**src/rtl/evt_aer_pkg.sv**
```systemverilog
// Shared definitions for the AER event packetizer: word-width derivation,
// event type codes and the arbitration FSM state encoding.
package evt_aer_pkg;

  localparam logic [1:0] EVT_PIX     = 2'b01;
  localparam logic [1:0] EVT_PIX_REL = 2'b11;
  localparam logic [1:0] EVT_TH      = 2'b10;

  typedef enum logic [1:0] {
    ST_RUN       = 2'd0,
    ST_HOLD      = 2'd1,
    ST_MARK      = 2'd2,
    ST_MARK_HOLD = 2'd3
  } evt_state_e;

  function automatic int evt_width(input int grp_add, input int lvl0_add, input int ts_w);
    return 2 + ts_w + 2 * (grp_add + lvl0_add) + 1;
  endfunction

endpackage

```
**src/rtl/evt_sync_fifo.sv**
```systemverilog
// First-word-fall-through synchronous FIFO; extra pointer MSB separates full
// from empty. Head data reads as zero while empty.
module evt_sync_fifo #(
  parameter int DEPTH = 8,
  parameter int WIDTH = 21
) (
  input  logic             clk_i,
  input  logic             reset_i,
  input  logic             i_wr_en,
  input  logic [WIDTH-1:0] i_wr_data,
  input  logic             i_rd_en,
  output logic [WIDTH-1:0] o_rd_data,
  output logic             o_empty,
  output logic             o_full
);

  localparam int AW = $clog2(DEPTH);
  localparam logic [AW:0] PTR_ONE = (AW + 1)'(1);

  logic [WIDTH-1:0] r_mem [DEPTH];
  logic [AW:0]      r_wr_ptr;
  logic [AW:0]      r_rd_ptr;
  logic             w_push;
  logic             w_pop;

  assign o_empty   = (r_wr_ptr == r_rd_ptr);
  assign o_full    = (r_wr_ptr[AW] != r_rd_ptr[AW]) && (r_wr_ptr[AW-1:0] == r_rd_ptr[AW-1:0]);
  assign w_push    = i_wr_en & ~o_full;
  assign w_pop     = i_rd_en & ~o_empty;
  assign o_rd_data = o_empty ? '0 : r_mem[r_rd_ptr[AW-1:0]];

  always_ff @(posedge clk_i or posedge reset_i) begin
    if (reset_i) begin
      r_wr_ptr <= '0;
      r_rd_ptr <= '0;
    end else begin
      if (w_push) r_wr_ptr <= r_wr_ptr + PTR_ONE;
      if (w_pop)  r_rd_ptr <= r_rd_ptr + PTR_ONE;
    end
  end

  // Storage is not reset; the empty-gated read keeps stale words invisible.
  always_ff @(posedge clk_i) begin
    if (w_push) r_mem[r_wr_ptr[AW-1:0]] <= i_wr_data;
  end

endmodule

```
**src/rtl/evt_aer_packetizer.sv**
```systemverilog
// Timestamps granted pixel events, formats AER words, inserts time-high markers
// on timestamp wrap and buffers everything in a FWFT FIFO toward readout.
module evt_aer_packetizer
  import evt_aer_pkg::*;
#(
  parameter int Lvl0_ADD = 2,
  parameter int GRP_ADD  = 2,
  parameter int TS_W     = 10,
  parameter int EPOCH_W  = 8,
  parameter int DEPTH    = 8,
  localparam int EVT_W   = evt_width(GRP_ADD, Lvl0_ADD, TS_W)
) (
  input  logic                clk_i,
  input  logic                reset_i,
  input  logic                evt_valid_i,
  input  logic [GRP_ADD-1:0]  grp_x_i,
  input  logic [GRP_ADD-1:0]  grp_y_i,
  input  logic [Lvl0_ADD-1:0] x_add_i,
  input  logic [Lvl0_ADD-1:0] y_add_i,
  input  logic                polarity_i,
  input  logic                grp_release_i,
  output logic                stall_o,
  output logic [EVT_W-1:0]    evt_data_o,
  output logic                evt_valid_o,
  input  logic                evt_ready_i,
  output logic                fifo_full_o,
  output logic [7:0]          drop_cnt_o
);

  localparam int EXT_W = EVT_W - 2;
  localparam logic [TS_W-1:0]    TS_MAX    = '1;
  localparam logic [TS_W-1:0]    TS_ONE    = TS_W'(1);
  localparam logic [EPOCH_W-1:0] EPOCH_ONE = EPOCH_W'(1);

  logic [TS_W-1:0]    r_ts;
  logic [EPOCH_W-1:0] r_epoch;
  evt_state_e         r_state;
  logic               r_stall;
  logic [EVT_W-1:0]   r_hold_word;
  logic [7:0]         r_drop_cnt;

  logic               w_wrap, w_hold_v, w_mark_req, w_in_ok, w_full, w_empty;
  logic               w_wr_en, w_mark_nxt, w_hold_nxt, w_capture, w_drop_hold, w_drop_in;
  logic [EPOCH_W-1:0] w_epoch_nxt;
  logic [EVT_W-1:0]   w_pix_word, w_mark_word, w_wr_data;
  logic [1:0]         w_drop_n;
  logic [8:0]         w_drop_sum;
  evt_state_e         w_state_nxt;

  assign w_wrap      = (r_ts == TS_MAX);
  assign w_epoch_nxt = w_wrap ? (r_epoch + EPOCH_ONE) : r_epoch;
  assign w_pix_word  = {(grp_release_i ? EVT_PIX_REL : EVT_PIX), r_ts,
                        grp_x_i, x_add_i, grp_y_i, y_add_i, polarity_i};
  assign w_mark_word = {EVT_TH, EXT_W'(w_epoch_nxt)};
  assign w_hold_v    = (r_state == ST_HOLD) || (r_state == ST_MARK_HOLD);
  assign w_mark_req  = (r_state == ST_MARK) || (r_state == ST_MARK_HOLD) || w_wrap;
  assign w_in_ok     = evt_valid_i & ~r_stall;
  assign w_drop_n    = {1'b0, w_drop_hold} + {1'b0, w_drop_in};
  assign w_drop_sum  = {1'b0, r_drop_cnt} + {7'b0, w_drop_n};

  // Single write port: marker beats held pixel beats incoming pixel.
  always_comb begin
    w_wr_en     = 1'b0;
    w_wr_data   = '0;
    w_mark_nxt  = 1'b0;
    w_hold_nxt  = w_hold_v;
    w_capture   = 1'b0;
    w_drop_hold = 1'b0;
    w_drop_in   = evt_valid_i & r_stall;
    if (w_mark_req) begin
      if (!w_full) begin
        w_wr_en   = 1'b1;
        w_wr_data = w_mark_word;
      end else begin
        w_mark_nxt = 1'b1;
      end
      if (w_in_ok) begin
        w_capture  = 1'b1;
        w_hold_nxt = 1'b1;
      end else begin
        w_hold_nxt = w_hold_v;
      end
    end else if (w_hold_v) begin
      w_hold_nxt = 1'b0;
      if (!w_full) begin
        w_wr_en   = 1'b1;
        w_wr_data = r_hold_word;
      end else begin
        w_drop_hold = 1'b1;
      end
    end else if (w_in_ok) begin
      if (!w_full) begin
        w_wr_en   = 1'b1;
        w_wr_data = w_pix_word;
      end else begin
        w_drop_in = 1'b1;
      end
    end else begin
      w_wr_en = 1'b0;
    end
    case ({w_mark_nxt, w_hold_nxt})
      2'b00:   w_state_nxt = ST_RUN;
      2'b01:   w_state_nxt = ST_HOLD;
      2'b10:   w_state_nxt = ST_MARK;
      2'b11:   w_state_nxt = ST_MARK_HOLD;
      default: w_state_nxt = ST_RUN;
    endcase
  end

  always_ff @(posedge clk_i or posedge reset_i) begin
    if (reset_i) begin
      r_state     <= ST_RUN;
      r_stall     <= 1'b0;
      r_hold_word <= '0;
    end else begin
      r_state <= w_state_nxt;
      r_stall <= w_mark_nxt | w_hold_nxt;
      if (w_capture) r_hold_word <= w_pix_word;
    end
  end

  always_ff @(posedge clk_i or posedge reset_i) begin
    if (reset_i) begin
      r_ts       <= '0;
      r_epoch    <= '0;
      r_drop_cnt <= '0;
    end else begin
      r_ts       <= r_ts + TS_ONE;
      r_epoch    <= w_epoch_nxt;
      r_drop_cnt <= w_drop_sum[8] ? 8'hFF : w_drop_sum[7:0];
    end
  end

  evt_sync_fifo #(.DEPTH(DEPTH), .WIDTH(EVT_W)) u_fifo (
    .clk_i     (clk_i),
    .reset_i   (reset_i),
    .i_wr_en   (w_wr_en),
    .i_wr_data (w_wr_data),
    .i_rd_en   (evt_ready_i),
    .o_rd_data (evt_data_o),
    .o_empty   (w_empty),
    .o_full    (w_full)
  );

  assign stall_o     = r_stall;
  assign evt_valid_o = ~w_empty;
  assign fifo_full_o = w_full;
  assign drop_cnt_o  = r_drop_cnt;

endmodule

```
**config.mk**
```make
export PLATFORM = sky130hd
export DESIGN_NAME = evt_aer_packetizer
export DESIGN_NICKNAME = d
export VERILOG_FILES = /design/src/rtl/evt_aer_pkg.sv /design/src/rtl/evt_sync_fifo.sv /design/src/rtl/evt_aer_packetizer.sv
export SDC_FILE = /design/constraint.sdc
export NUM_CORES = 1
export LEC_CHECK = 0
export ABC_AREA = 1
export CAP_MARGIN = 20
export CORE_MARGIN = 2
export CORE_UTILIZATION = 60
export DETAILED_ROUTE_END_ITERATION = 6
export GPL_ROUTABILITY_DRIVEN = 0
export PLACE_DENSITY_LB_ADDON = 0.3
export RECOVER_POWER = 50
export SLEW_MARGIN = 20
export SYNTH_ARGS = -nofsm -noshare
export SYNTH_HDL_FRONTEND = slang
export SYNTH_SLANG_ARGS = --single-unit
```
**constraint.sdc**
```tcl
create_clock -name clk_i -period 6.3 [get_ports clk_i]
set_input_delay 0.63 -clock clk_i [delete_from_list [all_inputs] [get_ports clk_i]]
set_output_delay 0.63 -clock clk_i [all_outputs]
set_load 0.01 [all_outputs]
```
; ---- Yosys cells after proc, flatten, opt, wreduce, memory -nomap -nowiden
; Memories as Yosys holds them, arrays and structs flattened.
; Cells that the tools add are included.
[classes]
n_addsub = 6
n_eq_ne = 10
n_mux = 29
bitwise_logic = 8
reduce_logical = 5
[ops]
columns = op, n
row1 = 2-to-1 mux 21 bit, 7
row2 = 2-to-1 mux 1 bit, 18
row3 = 2-to-1 mux 8 bit, 2
row4 = adder 10 x 1 -> 10 bit (second input constant), 1
row5 = == test 10 bit (second input constant), 1
row6 = adder 8 x 2 -> 9 bit, 1
row7 = adder 4 x 1 -> 4 bit (second input constant), 2
row8 = adder 8 x 1 -> 8 bit (second input constant), 1
row9 = == test 2 bit (second input constant), 4
row10 = case mux 2 bit (4 select lines), 1
row11 = bitwise AND 1 bit, 4
row12 = == test 2 x 1 -> 1 bit (second input constant), 2
row13 = == test 4 bit, 1
row14 = == test 3 bit, 1
row15 = logical OR 1 bit, 3
row16 = inverter 1 bit, 3
row17 = adder 1 x 1 -> 2 bit, 1
row18 = zero test 2 bit, 1
row19 = 2-to-1 mux 2 bit, 1
row20 = logical AND 1 bit, 1
row21 = inequality test 1 bit, 1
row22 = bitwise OR 1 bit, 1
[totals]
regBits = 58
ramBits = 168
output_inout_bits = 32
wordCells = 67
memories = 1
[mem_list]
columns = memory, depth, word_bits, read_ports, rd_ports_with_merged_regs, write_ports, line
row1 = u_fifo.r_mem, 8, 21, 1, 0, 1, evt_sync_fifo.sv:20  ; logic [WIDTH-1:0] r_mem [DEPTH];

; ---- Depth between registers and ports, before layout
; Gate-level depths: netlist (run 1).
[depth]
ltp_word = 9
ltp_mapped = 17

; ---- Hierarchy
; Synthesis (run 1) repeated with hierarchy kept, for this count alone.
[hier_totals]
hier_cells = 956
hier_area_um2 = 10062.2
[by_module_without_submodules]
columns = module, n_inst, cells_per_inst, area_each_um2, seq_area_each_um2
row1 = evt_sync_fifo, 1, 628, 7345.8, 5245.0
row2 = evt_aer_packetizer, 1, 328, 2716.4, 1251.2

; ---- Least setup slack after synthesis (run 1)
; No wires, ideal clock.
[synth_timing]
path_type = input port to flip-flop
from = in evt_valid_i
to = mem u_fifo.r_mem[3][0], enable pin
t_arrival_ps = 2594
required_time_ps = 5874
slack_ps = 3280
cell_stages = 6
path_buffers = 0
path_cell_list = inv_1 -> nor2_4 -> inv_1 -> nand2_1 -> o21ai_2 -> nor3_1
[synth_between]
elab_chain_len = 7
[synth_rtl]
columns = element, line
row1 = "start, declared", evt_aer_packetizer.sv:15  ; input logic evt_valid_i,
row2 = bitwise AND 1 bit, evt_aer_packetizer.sv:57  ; assign w_in_ok = evt_valid_i & ~r_stall;
row3 = 2-to-1 mux 1 bit, evt_aer_packetizer.sv:91  ; end else if (w_in_ok) begin
row4 = 2-to-1 mux 1 bit, evt_aer_packetizer.sv:83  ; end else if (w_hold_v) begin
row5 = 2-to-1 mux 1 bit, evt_aer_packetizer.sv:70  ; if (w_mark_req) begin
row6 = bitwise AND 1 bit, evt_sync_fifo.sv:28  ; assign w_push = i_wr_en & ~o_full;
row7 = 2-to-1 mux 1 bit, evt_sync_fifo.sv:44  ; if (w_push) r_mem[r_wr_ptr[AW-1:0]] <= i_wr_data;
row8 = 2-to-1 mux 1 bit (implied by the code), evt_sync_fifo.sv:44
row9 = "end, declared", evt_sync_fifo.sv:20
; No other way between the ends.

; ---- Worst setup path after layout (run 1)
[layout_timing]
from = reg r_ts[0]
to = mem u_fifo.r_mem[7][8], enable pin
[layout_between]
elab_chain_len = 6
[layout_rtl]
columns = element, line
row1 = "start, declared", evt_aer_packetizer.sv:35  ; logic [TS_W-1:0] r_ts;
row2 = "start signal, assigned", evt_aer_packetizer.sv:128  ; r_ts <= r_ts + TS_ONE;
row3 = == test 10 bit, evt_aer_packetizer.sv:50  ; assign w_wrap = (r_ts == TS_MAX);
row4 = logical OR 1 bit, evt_aer_packetizer.sv:56  ; assign w_mark_req = (r_state == ST_MARK) || (r_state == ST_MARK_HOLD) || w_wrap;
row5 = 2-to-1 mux 1 bit, evt_aer_packetizer.sv:70
row6 = bitwise AND 1 bit, evt_sync_fifo.sv:28
row7 = 2-to-1 mux 1 bit, evt_sync_fifo.sv:44
row8 = 2-to-1 mux 1 bit (implied by the code), evt_sync_fifo.sv:44
; No other way between the ends.

==> out/results.ini, run 1 <==
[setup_path]
crit_path_end_kind = flip-flop
critPathCapture = u_fifo.r_mem[7][8]
rr_endpoint = u_fifo.r_mem[7][8]
cp-start-kind = flip-flop
cpMaxStageDelayCell = clkbuf_1
cpMostUsedCell = nand2_1
crit_chain = ha_1, nand2_1, nor2_1, nand3b_1, nand2_1, o21ai_0, nor2_2, clkbuf_1
crit_path_start = r_ts[0]
worstPathArrival_ns = 4.83
r2r_start = r_ts[0]
crit_type = flip-flop to flip-flop
worstRegToRegCells = 8
critPathMaxStageDelay_ns = 1.20
r2r_slack_ns = 1.56
required_ns = 6.39
worstPathMaxFanout = 33

[die]
die_x_um = 131
rows = 46
die_y_um = 131
fp.dieArea_mm2 = 0.0172
start_util_pct = 61.1
io_pins = 46
coreArea_mm2 = 0.0158

[power]
powerDensity_mw_per_mm2 = 443
ir_worst_vdd_uv = 214
power.leakage_uw = 0.00425
power_uw = 4880

[sta]
drv_slew = 81
period_share_pct = 75.2
finClkSkew_ns = 0.00762
whs_ns = 0.471
finalHoldViolations = 0
post-route-min-period_ns = 4.74
tns_ns = 0
finalSetupViolCount = 0
fmax_mhz = 211
grt_setup_unrepaired = false
slew_headroom_pct = -107
worst_slew_pin_slew_ns = 3.11

[global_route]
track_usage_pct = 25.0
global_route.overflow_total = 0
grt_start_max_net_pins = 59
grt_pass1_wl_um = 32800
antenna_found_initial = 0
grt_pass1_vias = 6317

[layout]
syn_to_final_growth_pct = 13.7
final_area_mm2 = 0.0110
diodes = 0
layout-drive-gt1-share_pct = 6.87
nets = 950
fin_util_pct = 69.5

[clocking]
cts_buffers = 23
htree_levels = 1
cts_buffer_depth = 3
cts_sinks = 226
cts_tree = yes
hold_buffers = 0
post_cts_resized = 0
ctsRootBufferMaster = clkbuf_16
post-cts-setup-buffer-count = 0
clk_pin_slew_ns = 0.06
clk_latency_ns = 0.50

[routing]
drt_iter0_drc = 674
drt_pass1_iterations = 5
ant_nets = 0
wl_um = 20700
wl_per_cell_um = 17.8
drc = 0
vias_per_cell = 5.74
vias = 6671

[synth]
synth_area_per_cell_um2 = 10.8
synthesis.area_mm2 = 0.00968
ys_seq_elements = 226
synth_cell_types = 33
yosysTopAreaCellShare_pct = 52.1
ys_seq_area_share_pct = 67.1
yosys.area.top_type = edfxtp_1
yosysWarnings = 0
synth_area_leaders = edfxtp_1, dfrtp_1, nor2_1, o21ai_0, nand2_1
synth_nets = 917
synth_cells = 897

[placement]
place_area_mm2 = 0.0103
port_buffers = 45
post-dp-hpwl_um = 11900

[run]
max_cap_violations = 3

[run_status]
status = finished, violations left
violations = capacitance limit, slew limit

[min_path]
holdPathStages = 2
hp-class = flip-flop to flip-flop

==> cells in the mapped netlist <==
cell and number:
edfxtp_1 168, nor3_1 5, nor2_2 1, buf_4 5
o22ai_1 42, buf_2 22, o21ai_1 12, ha_1 5
nor4_1 1, nand2_4 1, nand3b_1 1, fa_1 1
nand3_1 70, buf_6 3, nor2_1 143, nand4_1 4
nand3b_2 1, nand4_2 1, inv_2 6, a31oi_1 1
clkbuf_1 23, nor2_4 1, xor2_1 13, nand2_1 141
nand2_2 4, or2_2 1, xnor2_1 5, a21oi_1 16
nor3_2 1, o21ai_0 107, dfrtp_1 58, inv_1 33
o21ai_2 1
==> layout by cell type, fill, tap and decap left out, drive strengths merged <==
cell and count:
edfxtp 168, nand2 146, nor2 145, o21ai 120
nand3 70, dfrtp 58, o22ai 42, inv 38
clkdlybuf4s50 35, clkbuf 35, a21oi 16, xor2 13
buf 12, dlygate4sd3 10, clkinv 7, nor3 6
xnor2 5, ha 5, nand4 5, bufinv 3
nand3b 2, nor4 1, or2 1, a31oi 1
fa 1, clkinvlp 1
==> worst min-delay path by stage <==
stage	start	to	slack [ns]
floorplan	r_hold_word[19]	r_hold_word[19]	0.43
global placement	r_hold_word[19]	r_hold_word[19]	0.45
detailed placement	r_hold_word[3]	r_hold_word[3]	0.46
CTS	r_hold_word[19]	r_hold_word[19]	0.47
global route	r_hold_word[4]	r_hold_word[4]	0.50
finish	r_hold_word[7]	r_hold_word[7]	0.47
==> cell families after synthesis <==
family / count (synthesis) / share of synthesized area, %
buf+inv: 92 / 4.28
simple gates: 376 / 16.3
fa+ha+maj: 6 / 0.853
xor+xnor: 18 / 1.63
compound gates: 179 / 9.85
flops: 226 / 67.1
==> report_power, final <==
part	leakage, uW	internal [uW]	total (uW)	switching [uW]
logic	0.00157	618	1600	983
registers	0.00231	1820	1920	104
clock network	0.000372	828	1360	530
==> stage by stage <==
stage               worst slack (ns)  cells
floorplan                       3.28    897
global placement                2.66   1120
detailed placement              2.75   1121
CTS                             2.17   1162
global route                    1.27   1162
finish                          1.56   1162
==> registers in the layout, summed over array words and instances, names as in the netlist <==
signal / count
drop_cnt_o: 8
r_epoch: 8
r_hold_word: 21
r_state: 2
r_ts: 10
stall_o: 1
u_fifo.r_mem: 168
u_fifo.r_rd_ptr: 4
u_fifo.r_wr_ptr: 4
==> layout make-up <==
cell class / instances / area, um^2
Clock buffer: 31 / 636
Timing Repair Buffer: 61 / 559
Inverter: 39 / 146
Multi-Input combinational cell: 579 / 2770
Fill cell: 1117 / 4820
Tap cell: 216 / 270
Clock inverter: 10 / 125
Sequential cell: 226 / 6500
==> layer usage <==
| metal | track usage (%) | share of wire, % |
|---|---|---|
| met3 | 3.46 | 7.5 |
| met4 | 7.70 | 2.1 |
| met1 | 35.4 | 43 |
| met2 | 41.1 | 48 |
| met5 | 0 | 0 |
==> worst max-delay path, delay by kind of cell (launching register included) <==
| kind | cells | cell delay, ns |
|---|---|---|
| AND/OR/NAND/NOR | 5 | 1.90 |
| flip-flops | 1 | 0.40 |
| buffers and inverters | 1 | 1.20 |
| AO/OA/AOI/OAI | 1 | 0.60 |
| adder cells (fa/ha/maj) | 1 | 0.22 |
No activity file was read; power rests on OpenSTA's default activity.
==> run 2: changes to the inputs <==
Clock period 6.3 ns to 4.9 ns, I/O delays scaled along.
==> out/results.ini, run 2 (synthesis gave the netlist of run 1 again) <==
[run_status]
status = finished, violations left
violations = capacitance limit, slew limit

[setup_path]
r2r_start = u_fifo.r_rd_ptr[1]
r2r_slack_ns = 0.93
crit_path_end_kind = output pin
crit_type = flip-flop to output pin
worstPathMaxFanout = 46
critPathCapture = evt_data_o[9]
cp-start-kind = flip-flop
crit_chain = buf_4, inv_1, nand2_1, nand2_1, nand4_1, buf_4, o21ai_0, nor2_1, clkdlybuf4s50_1
worstPathArrival_ns = 3.72
crit_path_start = u_fifo.r_rd_ptr[1]
rr_endpoint = u_fifo.r_mem[1][3]
required_ns = 4.41
worstRegToRegCells = 9
cpMaxStageDelayCell = inv_1
critPathMaxStageDelay_ns = 0.75

[layout]
largest_register_ffs = 168
seq_area_mm2 = 0.00650
fin_util_pct = 68.9
mostFrequentLayoutCell = edfxtp_1
multi_input_area_mm2 = 0.00277
syn_to_final_growth_pct = 12.7
diodes = 0
fillCellCount = 1147
layout-drive-gt1-share_pct = 6.57
final_cell_mix = edfxtp_1, nand2_1, nor2_1
nets = 950

[routing]
vias_per_cell = 5.83
ant_nets = 0
wl_per_cell_um = 18.0
vias = 6759
drt_iter0_drc = 697
drt_pass1_iterations = 5
wl_um = 20800
drc = 0

[die]
die_x_um = 131
coreArea_mm2 = 0.0158
start_util_pct = 61.1
rows = 46
io_pins = 46
die_y_um = 131
fp.dieArea_mm2 = 0.0172

[sta]
drv_slew = 59
worst_slew_pin_slew_ns = 3.11
slew_headroom_pct = -107
finalSetupViolCount = 0
tns_ns = 0
grt_setup_unrepaired = false
whs_ns = 0.466
post-route-min-period_ns = 4.21
fmax_mhz = 238
finalHoldViolations = 0
period_share_pct = 85.9
finClkSkew_ns = 0.0116

[power]
powerDensity_mw_per_mm2 = 556
power.leakage_uw = 0.00421
ir_worst_vdd_uv = 307

[clocking]
cts_sinks = 226
clk_pin_slew_ns = 0.06
hold_buffers = 0
cts_buffers = 23
post_cts_resized = 0
clk_latency_ns = 0.51
cts_buffer_depth = 3
ctsRootBufferMaster = clkbuf_16
post-cts-setup-buffer-count = 0
cts_tree = yes
htree_levels = 1

[global_route]
grt_start_max_net_pins = 59
track_usage_pct = 24.9
grt_pass1_vias = 6300
antenna_found_initial = 0
grt_pass1_wl_um = 32400
global_route.overflow_total = 0

[min_path]
holdPathStages = 2
hp-class = flip-flop to flip-flop

[placement]
post-dp-hpwl_um = 11800
port_buffers = 45

[run]
max_cap_violations = 1

run 2: power by group:
| part | switching, uW | internal [uW] |
|---|---|---|
| clock | 674 | 860 |
| combinational | 1270 | 807 |
| sequential | 118 | 2330 |
run 2: final cells by class:
cell class | instances | area share, %
Clock buffer | 30 | 5.52
Clock inverter | 9 | 0.402
Inverter | 39 | 1.34
Multi-Input combinational cell | 579 | 25.4
Sequential cell | 226 | 59.6
Tap cell | 216 | 2.48
Timing Repair Buffer | 61 | 5.31
run 2: metal layers:
metal	vias to the layer above	part of all wire [%]	track usage [%]
li1	3184	-	-
met1	3219	41	34.4
met2	319	47	40.9
met3	37	9.0	5.09
met4	0	2.3	7.07
met5	-	0	0
run 2: per-stage QoR:
stage               power [uW]  area, um^2  std cells  worst slack [ns]
floorplan                 3740        9680        897              1.90
detailed placement        4570       10300       1121              1.64
global route              6390       10900       1160             0.508
CTS                       6100       10900       1160              1.07
global placement          4520       10300       1121              1.64
finish                    6070       10900       1160             0.692
run 2: worst max-delay path: cells and delay by family, from the launching register on:
family,cells,cell delay (ns)
buf+inv,4,2.07
simple gates,4,0.67
flops,1,0.32
compound gates,1,0.13
run 2: worst min-delay path by stage:
stage	from	to	slack (ns)
floorplan	r_hold_word[19]	r_hold_word[19]	0.43
global placement	r_hold_word[19]	r_hold_word[19]	0.45
detailed placement	r_hold_word[19]	r_hold_word[19]	0.45
CTS	r_hold_word[19]	r_hold_word[19]	0.47
global route	r_hold_word[19]	r_hold_word[19]	0.50
finish	r_hold_word[19]	r_hold_word[19]	0.47
==> run 3: changes to the inputs <==
Settings changed: CORE_ASPECT_RATIO set to 0.8.
==> out/results.ini, run 3 (synthesis gave the netlist of run 1 again) <==
[run_status]
status = finished, violations left
violations = capacitance limit, slew limit

[setup_path]
crit_path_end_kind = flip-flop
required_ns = 5.10
cp-start-kind = flip-flop
crit_family = simple AND/OR/NAND/NOR gates
critPathMaxStageDelay_ns = 0.99
cpMostUsedCell = nand2_1
crit_chain = ha_1, nand2_1, nor2_1, nand3b_1, nand2_1, nand2_2, nand2_1, nand2_2, nor2_2, buf_4
worstPathArrival_ns = 4.22
path_buf_inv = 1
crit_type = flip-flop to flip-flop
worstPathMaxFanout = 33
cpMaxStageDelayCell = nand2_1

[global_route]
gr-usage-met1_pct = 37.8
grt.met3_usage_pct = 3.57
grt_pass1_wl_um = 35000
grt_pass1_vias = 6536
track_usage_pct = 25.6
busiest_layer = met2
met2_usage_pct = 40.8
antenna_found_initial = 0
grt_start_max_net_pins = 65
global_route.overflow_total = 0

[power]
power.leakage_uw = 0.00424
powerDensity_mw_per_mm2 = 562
switching_share_pct = 34.0
seqPwrFrac_pct = 40.3
power_uw = 6150
p_clk_share_pct = 25.6
ir_worst_vdd_uv = 368
power.internal_uw = 4050
comb_power_share_pct = 34.1
power_switching_uw = 2090

[die]
io_pins = 46
start_util_pct = 61.3
fp.dieArea_mm2 = 0.0172
rows = 41
coreArea_mm2 = 0.0158
die_x_um = 146
die_y_um = 118

[sta]
finClkSkew_ns = 0.00690
fmax_mhz = 249
slew_headroom_pct = -46.0
finalHoldViolations = 0
grt_setup_unrepaired = false
finalSetupViolCount = 0
worst_slew_pin_slew_ns = 2.19
period_share_pct = 82.1
tns_ns = 0
post-route-min-period_ns = 4.02
drv_slew = 42

[layout]
fillCellCount = 1177
nets = 952
stdcell_count = 1161
fin_util_pct = 69.3
layout-drive-gt1-share_pct = 7.40
syn_to_final_growth_pct = 13.1
mostFrequentLayoutCell = edfxtp_1
final_cell_mix = edfxtp_1, nand2_1, nor2_1
diodes = 0
largest_register_ffs = 168

[clocking]
cts_buffers = 22
hold_buffers = 0
htree_levels = 1
post_cts_resized = 0
clk_pin_slew_ns = 0.06
ctsRootBufferMaster = clkbuf_16
cts_tree = yes
clk_latency_ns = 0.50
cts_sinks = 226
post-cts-setup-buffer-count = 0
cts_buffer_depth = 3

[routing]
wl_um = 21600
ant_nets = 0
drt_pass1_iterations = 6
drt_iter0_drc = 822
wl_per_cell_um = 18.6
vias = 6834
drc = 0
vias_per_cell = 5.89

[placement]
port_buffers = 45
dp.cells = 1123
post-dp-hpwl_um = 13000

[run]
max_cap_violations = 1

[min_path]
hp-class = flip-flop to flip-flop

run 3: cell type report:
| class | instances | area, um^2 | area share [%] |
|---|---|---|---|
| sequential | 226 | 6500 | 59.4 |
| tap | 215 | 269 | 2.46 |
| clock inverter | 9 | 66.3 | 0.606 |
| timing repair buffer | 64 | 587 | 5.36 |
| inverter | 39 | 146 | 1.34 |
| clock buffer | 29 | 598 | 5.47 |
| multi-input combinational | 579 | 2780 | 25.4 |
run 3: power by group through the flow:
stage / Combinational [uW] / Clock (uW) / Sequential (uW)
after global routing: 2310 / 1670 / 2500
after global placement: 2050 / 0 / 2500
after floorplan: 1300 / 0 / 2440
final: 2090 / 1580 / 2470
after CTS: 2100 / 1600 / 2470
after detailed placement: 2080 / 0 / 2510
run 3: per-stage QoR:
step / hold WS, ns / cell area, um^2 / setup slack, ns
floorplan: 0.435 / 9680 / 1.90
global placement: 0.454 / 10300 / 1.60
detailed placement: 0.460 / 10300 / 1.50
finish: 0.477 / 10900 / 0.879
global route: 0.495 / 10900 / 0.510
CTS: 0.301 / 11000 / 1.16
run 3: worst paths after layout:
kind / from / end / slack, ns / cells after the start
setup / recovery: r_ts[1] / u_fifo.r_mem[4][4] / 0.88 / 10
min in group asynchronous: reset_i / r_epoch[6] / 0.55 / 2
hold / removal: r_hold_word[20] / r_hold_word[20] / 0.48 / 2
max in group asynchronous: reset_i / r_hold_word[17] / 1.85 / 3
hold reg to reg: r_hold_word[20] / r_hold_word[20] / 0.48 / 2
setup reg to reg: r_ts[1] / u_fifo.r_mem[4][4] / 0.88 / 10
run 3: tightest hold or removal path, stage by stage (launching register included):
cell and delay, ns:
dfrtp_1 0.35, nand2_1 0.05, nand2_1 0.05
run 3: routing by layer:
layer  vias to the layer above  routed length [um]
met1                      3354                9360
met3                        31                1560
met4                         0                 363
li1                       3187                   -
met5                         -                   0
met2                       262               10300
